[config.mk]
export PLATFORM = sky130hd
export DESIGN_NAME = seg7_scan_reader
export DESIGN_NICKNAME = d
export VERILOG_FILES = /design/src/rtl/seg7_scan_reader.sv
export SDC_FILE = /design/constraint.sdc
export NUM_CORES = 1
export LEC_CHECK = 0
export ABC_AREA = 1
export CAP_MARGIN = 20
export CORE_MARGIN = 10
export CORE_UTILIZATION = 25
export CTS_BUF_LIST = sky130_fd_sc_hd__clkbuf_4
export DETAILED_ROUTE_END_ITERATION = 6
export DONT_BUFFER_PORTS = 1
export GPL_ROUTABILITY_DRIVEN = 0
export PLACE_DENSITY_LB_ADDON = 0.2
export SLEW_MARGIN = 15
export SYNTH_ARGS = -nofsm -noshare
export SYNTH_HDL_FRONTEND = slang
export SYNTH_SLANG_ARGS = --single-unit
[constraint.sdc]
create_clock -name clk -period 4.6 [get_ports clk]
set_clock_uncertainty 0.2 [all_clocks]
set_input_delay 1.15 -clock clk [delete_from_list [all_inputs] [get_ports clk]]
set_output_delay 1.15 -clock clk [all_outputs]
set_load 0.005 [all_outputs]
[src/rtl/seg7_scan_reader.sv]
// seg7_scan_reader: recovers per-position digits from a multiplexed 7-segment bus.
// Optional macro SEG7_BLANK_DETECT_EN: treat all-off pattern 7F as a legal blank digit (F).
module seg7_scan_reader #(
    parameter int DIGITS        = 4,
    parameter int STABLE_CYCLES = 4
) (
    input  logic                  clk,
    input  logic                  rst_n,
    input  logic [6:0]            iSeg,
    input  logic [DIGITS-1:0]     iAn,
    output logic [4*DIGITS-1:0]   oData,
    output logic [DIGITS-1:0]     oValid,
    output logic [DIGITS-1:0]     oErr,
    output logic                  oUpdate
);

    localparam int CW = $clog2(STABLE_CYCLES + 1);
    localparam logic [CW-1:0] SAT = CW'(STABLE_CYCLES);

    logic [6:0]          seg_m, s_seg, prev_seg;
    logic [DIGITS-1:0]   an_m, s_an, prev_an;
    logic [DIGITS-1:0]   an_low;
    logic [CW-1:0]       cnt, cnt_n;
    logic                acc, acc_n;
    logic                qual, same;
    logic [4:0]          dec;
    logic [4*DIGITS-1:0] data_n;
    logic [DIGITS-1:0]   valid_n, err_n;

    // {legal, digit} for a synchronised segment pattern
    function automatic logic [4:0] decode(input logic [6:0] p);
        logic [4:0] r;
        case (p)
            7'h40:   r = {1'b1, 4'd0};
            7'h79:   r = {1'b1, 4'd1};
            7'h24:   r = {1'b1, 4'd2};
            7'h30:   r = {1'b1, 4'd3};
            7'h19:   r = {1'b1, 4'd4};
            7'h12:   r = {1'b1, 4'd5};
            7'h02:   r = {1'b1, 4'd6};
            7'h78:   r = {1'b1, 4'd7};
            7'h00:   r = {1'b1, 4'd8};
            7'h10:   r = {1'b1, 4'd9};
`ifdef SEG7_BLANK_DETECT_EN
            7'h7F:   r = {1'b1, 4'hF};
`endif
            default: r = {1'b0, 4'd0};
        endcase
        return r;
    endfunction

    assign an_low = ~s_an;

    // Qualification and next stability count / accept strobe
    always_comb begin
        qual  = (an_low != '0) && ((an_low & (an_low - DIGITS'(1))) == '0);
        same  = (s_seg == prev_seg) && (s_an == prev_an);
        cnt_n = '0;
        acc_n = 1'b0;
        if (qual) begin
            if (same)
                cnt_n = (cnt == SAT) ? SAT : cnt + CW'(1);
            else
                cnt_n = CW'(1);
            acc_n = (cnt_n == SAT) && (!same || cnt != SAT);
        end
    end

    // Two-flop synchronisers plus the stability tracker state
    always_ff @(posedge clk or negedge rst_n) begin
        if (!rst_n) begin
            seg_m    <= '0;
            s_seg    <= '0;
            an_m     <= '0;
            s_an     <= '0;
            prev_seg <= '0;
            prev_an  <= '0;
            cnt      <= '0;
            acc      <= 1'b0;
        end else begin
            seg_m <= iSeg;
            s_seg <= seg_m;
            an_m  <= iAn;
            s_an  <= an_m;
            if (qual && !same) begin
                prev_seg <= s_seg;
                prev_an  <= s_an;
            end
            cnt <= cnt_n;
            acc <= acc_n;
        end
    end

    // Apply an accepted pattern to the position whose anode was low
    always_comb begin
        dec     = decode(prev_seg);
        data_n  = oData;
        valid_n = oValid;
        err_n   = oErr;
        if (acc) begin
            for (int k = 0; k < DIGITS; k++) begin
                if (!prev_an[k]) begin
                    if (dec[4]) begin
                        data_n[4*k +: 4] = dec[3:0];
                        valid_n[k]       = 1'b1;
                    end else begin
                        err_n[k] = 1'b1;
                    end
                end
            end
        end
    end

    // Registered outputs; update pulse only on a real change
    always_ff @(posedge clk or negedge rst_n) begin
        if (!rst_n) begin
            oData   <= '0;
            oValid  <= '0;
            oErr    <= '0;
            oUpdate <= 1'b0;
        end else begin
            oData   <= data_n;
            oValid  <= valid_n;
            oErr    <= err_n;
            oUpdate <= (data_n != oData) || (valid_n != oValid) ||
                       (err_n != oErr);
        end
    end

endmodule

==> results of run 1 <==
[cell usage after synthesis]
| cell type | instances | area share |
|---|---|---|
| nor3_2 | 1 | 0.0033 |
| nor2_4 | 1 | 0.0037 |
| buf_2 | 2 | 0.0033 |
| a21oi_1 | 3 | 0.0050 |
| clkbuf_1 | 5 | 0.0062 |
| nor3b_1 | 1 | 0.0025 |
| o21ai_0 | 25 | 0.042 |
| xor2_1 | 5 | 0.015 |
| ha_1 | 2 | 0.0083 |
| buf_6 | 3 | 0.011 |
| nand3_2 | 4 | 0.013 |
| nand3_1 | 17 | 0.028 |
| nor2_8 | 1 | 0.0066 |
| dfrtp_1 | 62 | 0.51 |
| xnor2_1 | 3 | 0.0087 |
| mux2_2 | 2 | 0.0075 |
| nand4_1 | 29 | 0.060 |
| nand2_1 | 78 | 0.097 |
| nor2_1 | 31 | 0.039 |
| o22ai_1 | 4 | 0.0083 |
| nand2_4 | 3 | 0.011 |
| inv_2 | 8 | 0.010 |
| inv_1 | 54 | 0.067 |
| nor2_2 | 5 | 0.010 |
| nor4_1 | 2 | 0.0042 |
| nand2_2 | 5 | 0.010 |
| nor3_1 | 2 | 0.0033 |
[path summary, 6_finish.rpt]
check                            start         to  slack [ns]  cells after the start
max                        prev_seg[3]    oUpdate        2.23                     14
min                            an_m[3]    s_an[3]        0.15                      0
max reg2reg                prev_seg[3]    oUpdate        2.23                     14
min reg2reg                    an_m[3]    s_an[3]        0.15                      0
max in group asynchronous        rst_n     cnt[1]        3.89                      0
min in group asynchronous        rst_n  oData[10]        0.21                      0
[kinds of logic (layout without fill, tap and decap cells)]
group / after synthesis / after routing / synth area share
simple gates: 180 / 180 / 0.293
buf+inv: 72 / 79 / 0.0980
flops: 62 / 62 / 0.515
compound gates: 32 / 32 / 0.0548
xor+xnor: 8 / 8 / 0.0233
fa+ha+maj: 2 / 2 / 0.00830
mux: 2 / 2 / 0.00747
other cells: 0 / 1 / 0
[registers in the layout, summed over array words and instances (netlist names)]
register and flops:
s_an 4, oErr 4, prev_seg 7, seg_m 7, oData 16, oUpdate 1
prev_an 4, cnt 3, oValid 4, acc 1, s_seg 7, an_m 4
[cell type report]
class / instances / share of cell area
sequential: 62 / 0.470
multi-input combinational: 224 / 0.353
inverter: 62 / 0.0705
tap: 147 / 0.0557
clock buffer: 11 / 0.0250
clock inverter: 5 / 0.0224
timing repair buffer: 1 / 0.00227
antenna: 1 / 0.000758
[power groups by stage]
stage | Sequential, mW | Combinational, mW | Clock (mW)
6_report | 0.599 | 0.109 | 0.435
5_1_grt | 0.605 | 0.125 | 0.477
4_1_cts | 0.599 | 0.111 | 0.452
3_5_place_dp | 0.610 | 0.110 | 0
3_3_place_gp | 0.609 | 0.111 | 0
2_1_floorplan | 0.601 | 0.101 | 0
[stage by stage]
| step | setup WS, ns | area, um2 | cells |
|---|---|---|---|
| floorplan | 2.72 | 3010 | 358 |
| global placement | 2.21 | 3140 | 496 |
| detailed placement | 2.25 | 3140 | 496 |
| CTS | 2.22 | 3300 | 512 |
| global route | 1.96 | 3300 | 513 |
| finish | 2.23 | 3300 | 513 |
[layer usage]
metal  GRT usage  vias to the layer above  share of wire
li1            -                     1156              -
met1       0.115                     1118           0.44
met2       0.138                       33           0.49
met3      0.0316                        8          0.055
met4      0.0397                        0          0.016
met5           0                        -              0
==> out/metrics.cfg, run 1 <==
[global_routing]
grt_pass1_vias = 2212
grt_use_total = 0.0911
grt_pass1_wl_um = 12000
grt_overflow_total = 0
grt_max_degree = 63
antenna_found_initial = 1

[setup_path]
worst_ep_required_time_ns = 4.72
critPathMaxStageDelay_ns = 0.44
crit_chain = inv_2 -> nand2_2 -> nor2_1 -> nand2_2 -> nand2_1 -> nor2_4 -> nand2_4 -> inv_2 -> nand3_1 -> nand2_1 -> nor2_1 -> nand3_1 -> nor2_1 -> nand2_1
setup.worst_path.end_class = flip-flop
crit_buf_inv = 2
path_delay_family = simple AND/OR/NAND/NOR gates
critPathMaxFanout = 33
worstSetupPathType = flip-flop to flip-flop
worstSetupStartpointType = flip-flop
crit_arrival_ns = 2.49
slowest_stage = dfrtp_1

[cells_and_area]
multi_input_area_mm2 = 0.00117
syn2layout_area_growth_pct = 9.55
final_core_util = 0.277
fillers = 1300
layout_commonest_cell = nand2_1
final_cell_mix = nand2_1, dfrtp_1, inv_1
drive_gt1_frac = 0.126
regArea_mm2 = 0.00155
final_nets = 375

[timing]
finalHoldViolCount = 0
setup_tns_ns = 0
rsz0062_at_grt = no
setup_violations = 0
period_needed_ns = 2.37
relSlewSlack = 0.343
post-route-period-util = 0.515
tightestPinTransition_ns = 0.982
whs_ns = 0.153
slew_violations = 0
clock.fmax_mhz = 422

[yosys]
ys_warn_count = 0
synth.avg_cell_area_um2 = 8.42
yosysSeqAreaShare = 0.515
synth_cells = 358
syn-num-nets = 373
syn_area_mm2 = 0.00301
synth-seq-cells = 62
synth_cell_type_count = 27

[die]
coreArea_mm2 = 0.0119
row_count = 40
die_x_um = 130
die_y_um = 130
die_area_mm2 = 0.0168
num_io_pins = 38
start_util = 0.253

[drt]
drt_iter0_drc = 166
routed_via_density = 4.51
num_vias = 2315
dr.pass1.iters = 4
wl_per_cell_um = 14.1
wirelength_um = 7230
drtAntennaViolNets = 0
drc = 0

[power]
ir_drop_mv = 0.0965
clock_power_share = 0.381
seq_power_share = 0.524
switching_power_uw = 306
p_leak_nw = 1.69
power.total_mw = 1.14
pwr_density_cell_mw_per_mm2 = 346
switching_share = 0.268
intPower_uw = 837
p_comb_frac = 0.096

[clock_network]
h-tree-depth = 3
cts-root-buf = clkbuf_4
cts.clk_slew.worst_paths_ns = 0.11
clk_latency_ns = 0.42
cts_tree = built
ctsHoldBuffers = 0
post-cts-setup-buffers = 0
cts_resized = 0
cts.sinks = 62
cts_inserted_buffers = 9
max-clock-path-buffers = 2

[place]
post-dp-hpwl_um = 5160
port_buffers = 0

[run]
max_cap_viol_count = 0

[status]
status = completed

[min_path]
hp-class = flip-flop to flip-flop

(Power assumes the default switching activity.)
==> run 2: changes to the inputs <==
==> constraint.sdc (replaced) <==
create_clock -name clk -period 2.2 [get_ports clk]
set_clock_uncertainty 0.2 [all_clocks]
set_input_delay 0.55 -clock clk [delete_from_list [all_inputs] [get_ports clk]]
set_output_delay 0.55 -clock clk [all_outputs]
set_load 0.005 [all_outputs]
==> run 2 against run 1 <==
  * Die area stayed put
  * Setup slack worse by 2.1 ns
  * First-iteration DRC count rose by 18%
  * Worst hold slack improved by 0.0077 ns
  * Critical path depth is the same
  * Routed wire length rose by 4.8%
  * Count of clock-buffer cells in the layout fell by 1
  * Maximum frequency rose by 13%
  * Global-route usage is 0.46 points higher
  * Combinational power increased to 2.9 times the previous value
  * Utilization rose by 2.5 points
  * Critical path type unchanged
  * Largest cell class unchanged
  * Largest power group unchanged
  * Highest routed layer unchanged
==> out/metrics.cfg, run 2 (synthesized netlist as in run 1, its figures left out) <==
[power]
p_leak_nw = 1.81  ; +7.3%
intPower_mw = 1.80  ; +120%
p_comb_frac = 0.124  ; +0.028
seq_power_share = 0.496  ; -0.028
clock_power_share = 0.380  ; about the same
power.total_mw = 2.52  ; +120%
pwr_density_cell_mw_per_mm2 = 701  ; +100%
switching_share = 0.287  ; +0.0191
ir_drop_mv = 0.309  ; +220%
switching_power_uw = 725  ; +140%

[min_path]
hp-class = flip-flop to flip-flop

[run]
max_cap_viol_count = 0  ; unchanged

[clock_network]
clk_latency_ns = 0.43  ; about the same
max-clock-path-buffers = 2  ; unchanged
cts.sinks = 62  ; unchanged
cts_inserted_buffers = 9  ; unchanged
cts_tree = built
cts-root-buf = clkbuf_4
h-tree-depth = 3  ; unchanged
cts.clk_slew.worst_paths_ns = 0.12  ; about the same

[die]
start_util = 0.253  ; unchanged
die_x_um = 130  ; unchanged
row_count = 40  ; unchanged
die_area_mm2 = 0.0168  ; unchanged
die_y_um = 130  ; unchanged
num_io_pins = 38  ; unchanged
coreArea_mm2 = 0.0119  ; unchanged

[timing]
relSlewSlack = 0.678  ; +0.334
rsz0062_at_grt = yes
period_needed_ns = 2.09  ; -0.282 ns
post-route-period-util = 0.949  ; +0.434
slew_violations = 0  ; unchanged
finalHoldViolCount = 0  ; unchanged
setup_violations = 0  ; unchanged
tightestPinTransition_ns = 0.482  ; -0.500 ns
clock.fmax_mhz = 479  ; +13%

[drt]
dr.pass1.iters = 4  ; unchanged
wl_per_cell_um = 14.1  ; about the same
drtAntennaViolNets = 0  ; unchanged
wl_met2_um = 3520  ; +0.20%
wl_met3_um = 446  ; +13%
wirelength_um = 7570  ; +4.8%
drc = 0  ; unchanged
num_vias = 2419  ; +4.5%
drt_iter0_drc = 196  ; +18%
top_layer = met4
wl_met1_um = 3430  ; +7.2%
routed_via_density = 4.50  ; -0.36%

[setup_path]
critPathMaxFanout = 23  ; -30%
crit_chain = inv_2 -> nand2_2 -> nor2_1 -> nand2_1 -> nand2_2 -> nor2_8 -> nand2_8 -> buf_12 -> nand4_1 -> nand2_1 -> nor2_1 -> nand2_1 -> nor2_1 -> nand2_1
worstSetupStartpointType = flip-flop
worstSetupPathType = flip-flop to flip-flop
setup.worst_path.end_class = flip-flop
critPathMostFrequentCell = nand2_1
critPathMaxStageDelay_ns = 0.45  ; about the same
worst_ep_required_time_ns = 2.33  ; -2.39 ns
path_delay_family = simple AND/OR/NAND/NOR gates
slowest_stage = dfrtp_1
crit_arrival_ns = 2.22  ; -0.27 ns
crit_buf_inv = 2  ; unchanged

[global_routing]
grt_pass1_wl_um = 12600  ; +5.2%
grt_overflow_total = 0  ; unchanged
grt_max_degree = 63  ; unchanged
grt_use_total = 0.0957  ; +0.00462
antenna_found_initial = 0  ; -1
grt_pass1_vias = 2421  ; +9.4%

[place]
placed_area_mm2 = 0.00322  ; +2.5%
dp.cells = 505  ; +1.8%
port_buffers = 0  ; unchanged
post-dp-hpwl_um = 5490  ; +6.5%

[status]
status = completed

[cells_and_area]
largest_reg_flops = 16  ; unchanged
final_nets = 400  ; +6.7%
largest_register = oData
final_cell_mix = nand2_1, dfrtp_1, inv_1
drive_gt1_frac = 0.179  ; +0.0535
layout_commonest_cell = nand2_1
fillers = 1292  ; -0.62%
fin_cells = 538  ; +4.9%
stdcell_area_mm2 = 0.00360  ; +9.1%
syn2layout_area_growth_pct = 19.6

## run 2: cell count changes in the layout (fill, tap and decap cells not counted), sizes merged
cell,delta
buf,+13
clkinvlp,+1
clkbuf,-1
inv,+2
clkinv,-2
dlygate4sd3,+12
## run 2: routing by layer
metal,track usage,vias up
met3,0.0239,16
met5,0,-
li1,-,1198
met4,0.0496,0
met2,0.148,70
met1,0.121,1135
## run 2: what timing repair did
item / 4_1_cts / 5_1_grt
hold buffers: 13 / 0
hold endpoints to repair: 73 / 0
setup endpoints to repair: 0 / 23
gates resized for setup: 0 / 14
setup buffers: 0 / 3
## run 2: worst paths after layout
check	start	end	cells after the start	slack, ns
min in group asynchronous	rst_n	oUpdate	2	0.45
worst min-delay path	an_m[2]	s_an[2]	0	0.16
max in group asynchronous	rst_n	prev_seg[3]	2	1.04
worst max register to register	prev_seg[1]	oUpdate	14	0.11
worst max-delay path	prev_seg[1]	oUpdate	14	0.11
worst min register to register	an_m[2]	s_an[2]	0	0.16
## run 2: layout make-up
cell class / instances / area [um2] / area share
repair buffers: 26 / 258 / 0.0716
well taps: 147 / 184 / 0.0511
clock inverters: 6 / 93.8 / 0.0261
inverters: 62 / 233 / 0.0646
clock buffers: 10 / 75.1 / 0.0208
flip-flops and latches: 62 / 1560 / 0.432
multi-input cells: 224 / 1200 / 0.333
diodes: 1 / 2.50 / 0.000695
## run 2: power groups by stage
stage / Sequential, mW / Clock, mW / Combinational [mW]
after global routing: 1.27 / 1.05 / 0.354
after CTS: 1.25 / 1.00 / 0.296
final: 1.25 / 0.959 / 0.312
after floorplan: 1.26 / 0 / 0.211
after global placement: 1.27 / 0 / 0.244
after detailed placement: 1.27 / 0 / 0.247
## run 2: metrics by stage
| stage | utilization | setup TNS (ns) | setup slack (ns) | hold slack (ns) |
|---|---|---|---|---|
| floorplan | - | 0 | 0.322 | 0.0544 |
| global placement | 0.270 | 0 | 0.0311 | 0.0563 |
| detailed placement | 0.270 | 0 | 0.0672 | 0.0562 |
| CTS | 0.297 | 0 | 0.0346 | 0.163 |
| global route | 0.302 | -0.0723 | -0.0723 | 0.166 |
| finish | 0.302 | 0 | 0.111 | 0.161 |
